===== src/rtl/acc_sequencer_pkg.sv =====
// Shared constants, opcodes and FSM encoding for the accumulator sequencer.
// Default widths come from DATA_WIDTH / OPCODEWORD_ALU_OPCODE_WIDTH macros.
`ifndef DATA_WIDTH
`define DATA_WIDTH 8
`endif
`ifndef OPCODEWORD_ALU_OPCODE_WIDTH
`define OPCODEWORD_ALU_OPCODE_WIDTH 5
`endif

package acc_sequencer_pkg;

  localparam int STATUS_WIDTH = 4;

  localparam logic [1:0] CMD_LOAD = 2'd0;
  localparam logic [1:0] CMD_ALU  = 2'd1;
  localparam logic [1:0] CMD_READ = 2'd2;
  localparam logic [1:0] CMD_NOP  = 2'd3;

  // Common ALU opcode table (subset used here)
  localparam logic [4:0] ALU_OP_LD  = 5'h00;
  localparam logic [4:0] ALU_OP_ADD = 5'h01;

  typedef enum logic [1:0] {
    S_IDLE   = 2'd0,
    S_SETUP  = 2'd1,
    S_STROBE = 2'd2,
    S_RESP   = 2'd3
  } state_t;

endpackage


===== src/rtl/acc_strobe_gen.sv =====
// Negedge-registered WE / ALU_EN strobes so the accumulator's gated clock
// (clk & strobe) never sees an edge-coincident enable change.
module acc_strobe_gen
  import acc_sequencer_pkg::*;
(
  input  logic       clk,
  input  logic       reset,
  input  state_t     i_state,
  input  logic [1:0] i_type,
  output logic       o_we,
  output logic       o_alu_en
);

  logic r_we;
  logic r_alu_en;

  always_ff @(negedge clk or posedge reset) begin
    if (reset) begin
      r_we     <= 1'b0;
      r_alu_en <= 1'b0;
    end else begin
      r_we     <= (i_state == S_STROBE) && (i_type == CMD_LOAD);
      r_alu_en <= (i_state == S_STROBE) && (i_type == CMD_ALU);
    end
  end

  assign o_we     = r_we;
  assign o_alu_en = r_alu_en;

endmodule


===== src/rtl/acc_sequencer.sv =====
// Command sequencer driving accumulator control pins with timed strobes.
// ACC_SEQ_STATUS_LATCH_EN: latch ALU status into rsp_status (else tied 0).
`ifndef DATA_WIDTH
`define DATA_WIDTH 8
`endif
`ifndef OPCODEWORD_ALU_OPCODE_WIDTH
`define OPCODEWORD_ALU_OPCODE_WIDTH 5
`endif

module acc_sequencer
  import acc_sequencer_pkg::*;
#(
  parameter int DATA_WIDTH   = `DATA_WIDTH,
  parameter int OPCODE_WIDTH = `OPCODEWORD_ALU_OPCODE_WIDTH,
  parameter int CNT_WIDTH    = 4
) (
  input  logic                    clk,
  input  logic                    reset,
  input  logic                    cmd_valid,
  output logic                    cmd_ready,
  input  logic [1:0]              cmd_type,
  input  logic [OPCODE_WIDTH-1:0] cmd_opcode,
  input  logic [DATA_WIDTH-1:0]   cmd_operand,
  input  logic [CNT_WIDTH-1:0]    cmd_count,
  output logic                    rsp_valid,
  input  logic                    rsp_ready,
  output logic [DATA_WIDTH-1:0]   rsp_data,
  output logic [STATUS_WIDTH-1:0] rsp_status,
  output logic                    acc_cs,
  output logic                    acc_we,
  output logic                    acc_oe,
  output logic                    acc_alu_en,
  output logic [OPCODE_WIDTH-1:0] acc_alu_opcode,
  output logic [DATA_WIDTH-1:0]   acc_alu_input,
  output logic [DATA_WIDTH-1:0]   acc_bus_data,
  output logic                    acc_bus_drive,
  input  logic [DATA_WIDTH-1:0]   acc_data_out,
  input  logic [STATUS_WIDTH-1:0] acc_status
);

  localparam logic [OPCODE_WIDTH-1:0] OP_LD =
    OPCODE_WIDTH'(ALU_OP_LD);

  state_t r_state;
  state_t w_next;

  logic [1:0]              r_type;
  logic [CNT_WIDTH-1:0]    r_cnt;
  logic                    r_cs_oe;
  logic                    r_bus_drive;
  logic [OPCODE_WIDTH-1:0] r_opcode;
  logic [DATA_WIDTH-1:0]   r_alu_input;
  logic [DATA_WIDTH-1:0]   r_bus_data;
  logic                    r_rsp_valid;
  logic [DATA_WIDTH-1:0]   r_rsp_data;

  logic                    w_cmd_hs;
  logic                    w_rsp_hs;
  logic                    w_last;
  logic [1:0]              w_type;
  logic                    w_busy;
  logic                    w_cs_oe;
  logic                    w_bus_drive;
  logic [OPCODE_WIDTH-1:0] w_opcode;

  assign cmd_ready = (r_state == S_IDLE);
  assign w_cmd_hs  = cmd_valid & cmd_ready;
  assign w_rsp_hs  = r_rsp_valid & rsp_ready;
  assign w_last    = (r_cnt == CNT_WIDTH'(1));

  always_ff @(posedge clk or posedge reset) begin
    if (reset) r_state <= S_IDLE;
    else       r_state <= w_next;
  end

  always_comb begin
    w_next = r_state;
    unique case (r_state)
      S_IDLE: begin
        if (cmd_valid)
          w_next = (cmd_type == CMD_NOP) ? S_RESP : S_SETUP;
      end
      S_SETUP:  w_next = S_STROBE;
      S_STROBE: if (w_last) w_next = S_RESP;
      S_RESP:   if (w_rsp_hs) w_next = S_IDLE;
      default:  w_next = S_IDLE;
    endcase
  end

  // Next values of the posedge control outputs, keyed off the next state
  always_comb begin
    w_type      = (r_state == S_IDLE) ? cmd_type : r_type;
    w_busy      = (w_next == S_SETUP) || (w_next == S_STROBE);
    w_cs_oe     = w_busy && (w_type == CMD_READ);
    w_bus_drive = w_busy && (w_type == CMD_LOAD);
    w_opcode    = OP_LD;
    if (w_busy && (w_type == CMD_ALU))
      w_opcode = (r_state == S_IDLE) ? cmd_opcode : r_opcode;
  end

  always_ff @(posedge clk or posedge reset) begin
    if (reset) begin
      r_type      <= CMD_LOAD;
      r_cnt       <= '0;
      r_cs_oe     <= 1'b0;
      r_bus_drive <= 1'b0;
      r_opcode    <= OP_LD;
      r_alu_input <= '0;
      r_bus_data  <= '0;
    end else begin
      r_cs_oe     <= w_cs_oe;
      r_bus_drive <= w_bus_drive;
      r_opcode    <= w_opcode;
      if (w_cmd_hs) begin
        r_type <= cmd_type;
        r_cnt  <= (cmd_type == CMD_ALU && cmd_count != '0) ?
                  cmd_count : CNT_WIDTH'(1);
        if (cmd_type == CMD_LOAD) r_bus_data  <= cmd_operand;
        if (cmd_type == CMD_ALU)  r_alu_input <= cmd_operand;
      end else if (r_state == S_STROBE) begin
        r_cnt <= r_cnt - 1'b1;
      end
    end
  end

  // Response is captured one cycle into RESP so Q reflects the last strobe
  always_ff @(posedge clk or posedge reset) begin
    if (reset) begin
      r_rsp_valid <= 1'b0;
      r_rsp_data  <= '0;
    end else if (r_state == S_RESP && !r_rsp_valid) begin
      r_rsp_valid <= 1'b1;
      r_rsp_data  <= acc_data_out;
    end else if (w_rsp_hs) begin
      r_rsp_valid <= 1'b0;
    end
  end

`ifdef ACC_SEQ_STATUS_LATCH_EN
  logic [STATUS_WIDTH-1:0] r_status;

  always_ff @(posedge clk or posedge reset) begin
    if (reset)
      r_status <= '0;
    else if (r_state == S_STROBE && r_type == CMD_ALU && w_last)
      r_status <= acc_status;
  end

  assign rsp_status = r_status;
`else
  logic w_unused_status;
  assign w_unused_status = ^acc_status;
  assign rsp_status      = '0;
`endif

  acc_strobe_gen u_strobe (
    .clk      (clk),
    .reset    (reset),
    .i_state  (r_state),
    .i_type   (r_type),
    .o_we     (acc_we),
    .o_alu_en (acc_alu_en)
  );

  assign acc_cs         = r_cs_oe;
  assign acc_oe         = r_cs_oe;
  assign acc_bus_drive  = r_bus_drive;
  assign acc_bus_data   = r_bus_data;
  assign acc_alu_input  = r_alu_input;
  assign acc_alu_opcode = r_opcode;
  assign rsp_valid      = r_rsp_valid;
  assign rsp_data       = r_rsp_data;

endmodule


===== config.mk =====
export PLATFORM = sky130hd
export DESIGN_NAME = acc_sequencer
export DESIGN_NICKNAME = d
export VERILOG_FILES = /design/src/rtl/acc_sequencer_pkg.sv /design/src/rtl/acc_strobe_gen.sv /design/src/rtl/acc_sequencer.sv
export SDC_FILE = /design/constraint.sdc
export NUM_CORES = 1
export LEC_CHECK = 0
export ABC_AREA = 0
export CORE_MARGIN = 2
export CORE_UTILIZATION = 30
export CTS_CLUSTER_DIAMETER = 200
export DETAILED_ROUTE_END_ITERATION = 8
export PLACE_DENSITY = 0.58
export SYNTH_ARGS = -nofsm -noshare
export SYNTH_HDL_FRONTEND = slang
export SYNTH_HIERARCHICAL = 1
export SYNTH_SLANG_ARGS = --single-unit

===== constraint.sdc =====
create_clock -name clk -period 1.5 [get_ports clk]
set_clock_uncertainty 0.05 [all_clocks]
set_input_delay 0.15 -clock clk [delete_from_list [all_inputs] [get_ports clk]]
set_output_delay 0.15 -clock clk [all_outputs]
set_load 0.02 [all_outputs]

After elaboration in Yosys (flattened, before gate mapping)
Cells that the tools add are included.
{ "totals": {"regBits": 42, "input_bits": 35, "output_inout_bits": 40, "word_cells": 58} }
{ "classes": {"n_addsub": 1, "n_eq_ne": 12, "n_mux": 13, "bitwise_logic": 2, "n_reduce_logical": 18} }
{ "ops": {"columns": ["operator", "n"], "rows": [
  ["$mux W4", 3],
  ["$eq A2 B1 Y1 const B", 5],
  ["$eq A2 B2 Y1 const B", 5],
  ["$mux W2", 5],
  ["$mux W5", 2],
  ["$logic_not A2 Y1", 4],
  ["$pmux W2 S4", 1],
  ["$logic_and A1 B1 Y1", 7],
  ["$eq A4 B1 Y1 const B", 1],
  ["$reduce_and A2 Y1", 2],
  ["$reduce_bool A2 Y1", 2],
  ["$reduce_bool A4 Y1", 1],
  ["$sub A4 B1 Y4 const B", 1],
  ["$and A1 B1 Y1", 2],
  ["$mux W1", 2],
  ["$ne A2 B2 Y1 const B", 1],
  ["$logic_not A1 Y1", 1],
  ["$logic_or A1 B1 Y1", 1]
]} }

Longest topological paths before layout
{ "logic_depth": {"depth_word": 8, "depth_mapped": 5, "mapped_depth_nobuf": 5} }

Hierarchy
Netlist, hierarchy kept.
{ "by_module_without_submodules": {"columns": ["mod", "n_inst", "cells_per_inst", "area_per_inst_um2", "seq_area_each_um2"], "rows": [
  ["acc_sequencer", 1, 147, 1889.3, 1001.0],
  ["acc_strobe_gen", 1, 5, 81.3, 50.0]
]} }

==> impl_metrics.yaml <==
die:
  fp.dieW_um: 85.1
  die_h_um: 85.1
  coreArea_sq_um: 6350
  die_area_sq_um: 7230
  initial_utilization: 0.310
  rows: 29
  ios: 75
final_layout:
  diodes: 0
  drive_gt1_frac: 0.375
  fill_cells: 579
  syn2layout_area_growth_pct: 61.3
  stdcell_count: 328
  nNetsFinal: 287
setup_path:
  critPathCaptureType: "output pin"
  worst-path-buf-inv: 1
  startpoint: "u_strobe/o_we$_DFF_NP0_"
  cp.arrival_ps: 1570
  slowest_stage: "dfrtn_1"
  critPathTopFamily: "flip-flops"
  crit_path_max_incr_delay_ps: 410
  crit_end: "acc_we"
  ff2ff_path_depth: 5
  crit_fanout: 1
  crit_path_cell_trace: "buf_6"
  critPathLaunchType: "flip-flop"
  r2r_end: "acc_bus_data[0]$_DFFE_PP0P_"
  r2r_setup_slack_ps: -180
  reg2reg_from: "r_state[0]$_DFF_PP0_"
  cp.depth: 1
  worstPathRequired_ps: 1300
  critPathKind: "flip-flop to output pin"
sta:
  setup_viol: 23
  slew_viol_final: 0
  finalHoldViolations: 0
  rsz0062_at_grt: "true"
  finalWorstSetupSlack_ps: -272
pwr:
  powerDensity_nw_per_um2: 1880
  ir_drop_uv: 1040
  pwr-share-comb: 0.546
  clkPwrFrac: 0.131
  seqPwrFrac: 0.323
  p_switching_uw: 2220
  power_switching_share: 0.372
  p_int_uw: 3760
  p_leak_uw: 0.00161
placement:
  place_ws_ps: -419
  globalplace.congestion: 0.759
  numPortBuffers: 66
  hpwl_mm: 3.28
  dp_cells: 316
synth:
  syn-cell-area_sq_um: 1970
  netlist_instances: 152
  ys_ff_latch: 42
  synth-async-reset-ratio: 1.00
  synth_edf_count: 0
  syn_avg_cell_area_sq_um: 13.0
  ys_warn_count: 6
  ys.flop_type: "dfrtp_1"
  ys_types: 42
  ys_seq_area_frac: 0.533
grt:
  grt_max_degree: 41
  grt_pass1_wl_mm: 7.85
  grtUsageTotal: 0.133
  antenna_found_initial: 0
  overflow: 0
  first_global_vias: 1736
detailed_routing:
  route.detailed.drc: 0
  viasPerCell: 4.70
  drt_iter0_markers: 48
  firstDrtPassIters: 4
  vias: 1543
  ant_nets: 0
  drt-total-wl_mm: 4.54
  wl_per_cell_um: 13.9
clock_tree:
  clock_latency_ps: 300
  cts_sinks: 42
  numCtsBuffers: 5
  cts_htree_levels: 2
  cts_tree: "yes"
  clockBufferDepth: 2
  ctsHoldBuffers: 0
  clk_transition_reported_paths_ps: 90
  clockRootBuffer: "clkbuf_8"
job:
  maxCapViolCount: 0
outcome:
  status: "complete, but fails checks"
  failed_checks: "setup timing"
hold_path:
  hp-class: "input pin to async pin"
-- layer usage --
| layer | vias up | track usage | wire length, um |
|---|---|---|---|
| met3 | 6 | 0.0535 | 296 |
| li1 | 730 | - | - |
| met5 | - | 0 | 0 |
| met1 | 767 | 0.173 | 2110 |
| met4 | 0 | 0.0303 | 42 |
| met2 | 40 | 0.210 | 2090 |
-- tightest hold or removal path: stages --
cell,delay [ps]
clkdlybuf4s50_1,420
clkinv_1,80
buf_12,220
-- cell type report --
| class | count | area, sq um | area share |
|---|---|---|---|
| Clock buffer | 7 | 86.3 | 0.0272 |
| Clock inverter | 1 | 8.76 | 0.00275 |
| Inverter | 8 | 30.0 | 0.00945 |
| Multi-Input combinational cell | 96 | 913 | 0.287 |
| Sequential cell | 42 | 1050 | 0.331 |
| Tap cell | 77 | 96.3 | 0.0303 |
| Timing Repair Buffer | 97 | 993 | 0.312 |
-- stage by stage --
step	area (sq um)	setup TNS (ps)	total power [uW]	util	hold WS, ps
after global routing	3180	-5550	6390	0.501	207
after floorplan	1980	-140	3640	-	196
after CTS	3130	-2950	6100	0.492	173
after detailed placement	2910	-6460	4990	0.458	425
final	3180	-3540	5980	0.501	157
after global placement	2910	-6480	4970	0.458	418
-- cell families (layout without fill, tap and decap cells) --
kind of cell               count (synthesis)  in the layout  synth area share
DFF                                       42             42             0.533
and+or+nand+nor                           36             36             0.128
AOI/OAI and AO/OA                         28             28             0.124
muxes                                     26             26             0.149
buffers and inverters                     17            113            0.0508
adders and majority gates                  2              2            0.0127
other                                      1              4           0.00190
-- power groups by stage --
stage          clock (uW)  sequential (uW)  combinational [uW]
4_1_cts               822             1940                3330
6_report              785             1930                3260
2_1_floorplan           0             2410                1230
3_3_place_gp            0             1930                3030
3_5_place_dp            0             1940                3060
5_1_grt               860             2010                3520
-- sequential cells by signal, indices dropped and copies added (netlist names) --
register           flops
acc_alu_input          8
acc_bus_drive          1
r_state                2
r_cnt                  4
acc_alu_opcode         5
u_strobe/o_alu_en      1
u_strobe/o_we          1
rsp_data               8
rsp_valid              1
acc_cs                 1
acc_bus_data           8
r_type                 2
-- cells in the mapped netlist, types with 2 or more instances --
cell      n  share of area
dfrtp_1  40           0.51
dfrtn_1   2          0.025
inv_1     8          0.015
nor3b_2   2          0.013
buf_6     2          0.011
nor3_1    3         0.0076
nand3_2   4          0.020
a31oi_1   2         0.0063
o21ai_0   3         0.0076
a21oi_2   7          0.031
ha_1      2          0.013
mux2_1    8          0.046
buf_4     5          0.019
mux2_2   18           0.10
a22oi_1   6          0.023
nand2_1   4         0.0076
nor2_1   10          0.019
buf_2     2         0.0051
-- layout by cell type (no fill, tap or decap), types with 2 or more instances in the layout --
master,count
mux2_4,8
dlymetal6s2s_1,18
clkbuf_8,6
nor4_2,2
o21ai_0,2
ha_1,2
nor3b_2,2
buf_6,7
nor2_1,9
nor3_1,3
nand3_4,3
inv_1,7
conb_1,4
clkdlybuf4s50_1,44
nand2_1,4
a22oi_1,6
buf_12,3
a21oi_2,7
dfrtp_1,40
buf_4,24
a31oi_1,2
dfrtn_1,2
mux2_2,18
-- repair_timing --
action                                  CTS  global route
pin swaps                                 3             1
setup buffers                             4             0
gates resized for setup                  37            21
endpoints found under the setup margin   31            50
-- how the worst min path moves through the flow --
stage	from	end	slack, ps	cells after the start
finish	reset	r_type[0]$_DFFE_PP0P_	160	3
global route	reset	r_type[0]$_DFFE_PP0P_	210	3
CTS	reset	acc_alu_opcode[4]$_DFFE_PP0P_	170	3
detailed placement	acc_bus_data[6]$_DFFE_PP0P_	acc_bus_data[6]$_DFFE_PP0P_	430	1
global placement	acc_bus_data[7]$_DFFE_PP0P_	acc_bus_data[7]$_DFFE_PP0P_	420	1
floorplan	rsp_ready	rsp_valid$_DFFE_PP0P_	200	1
No activity file was read; power rests on OpenSTA's default activity.
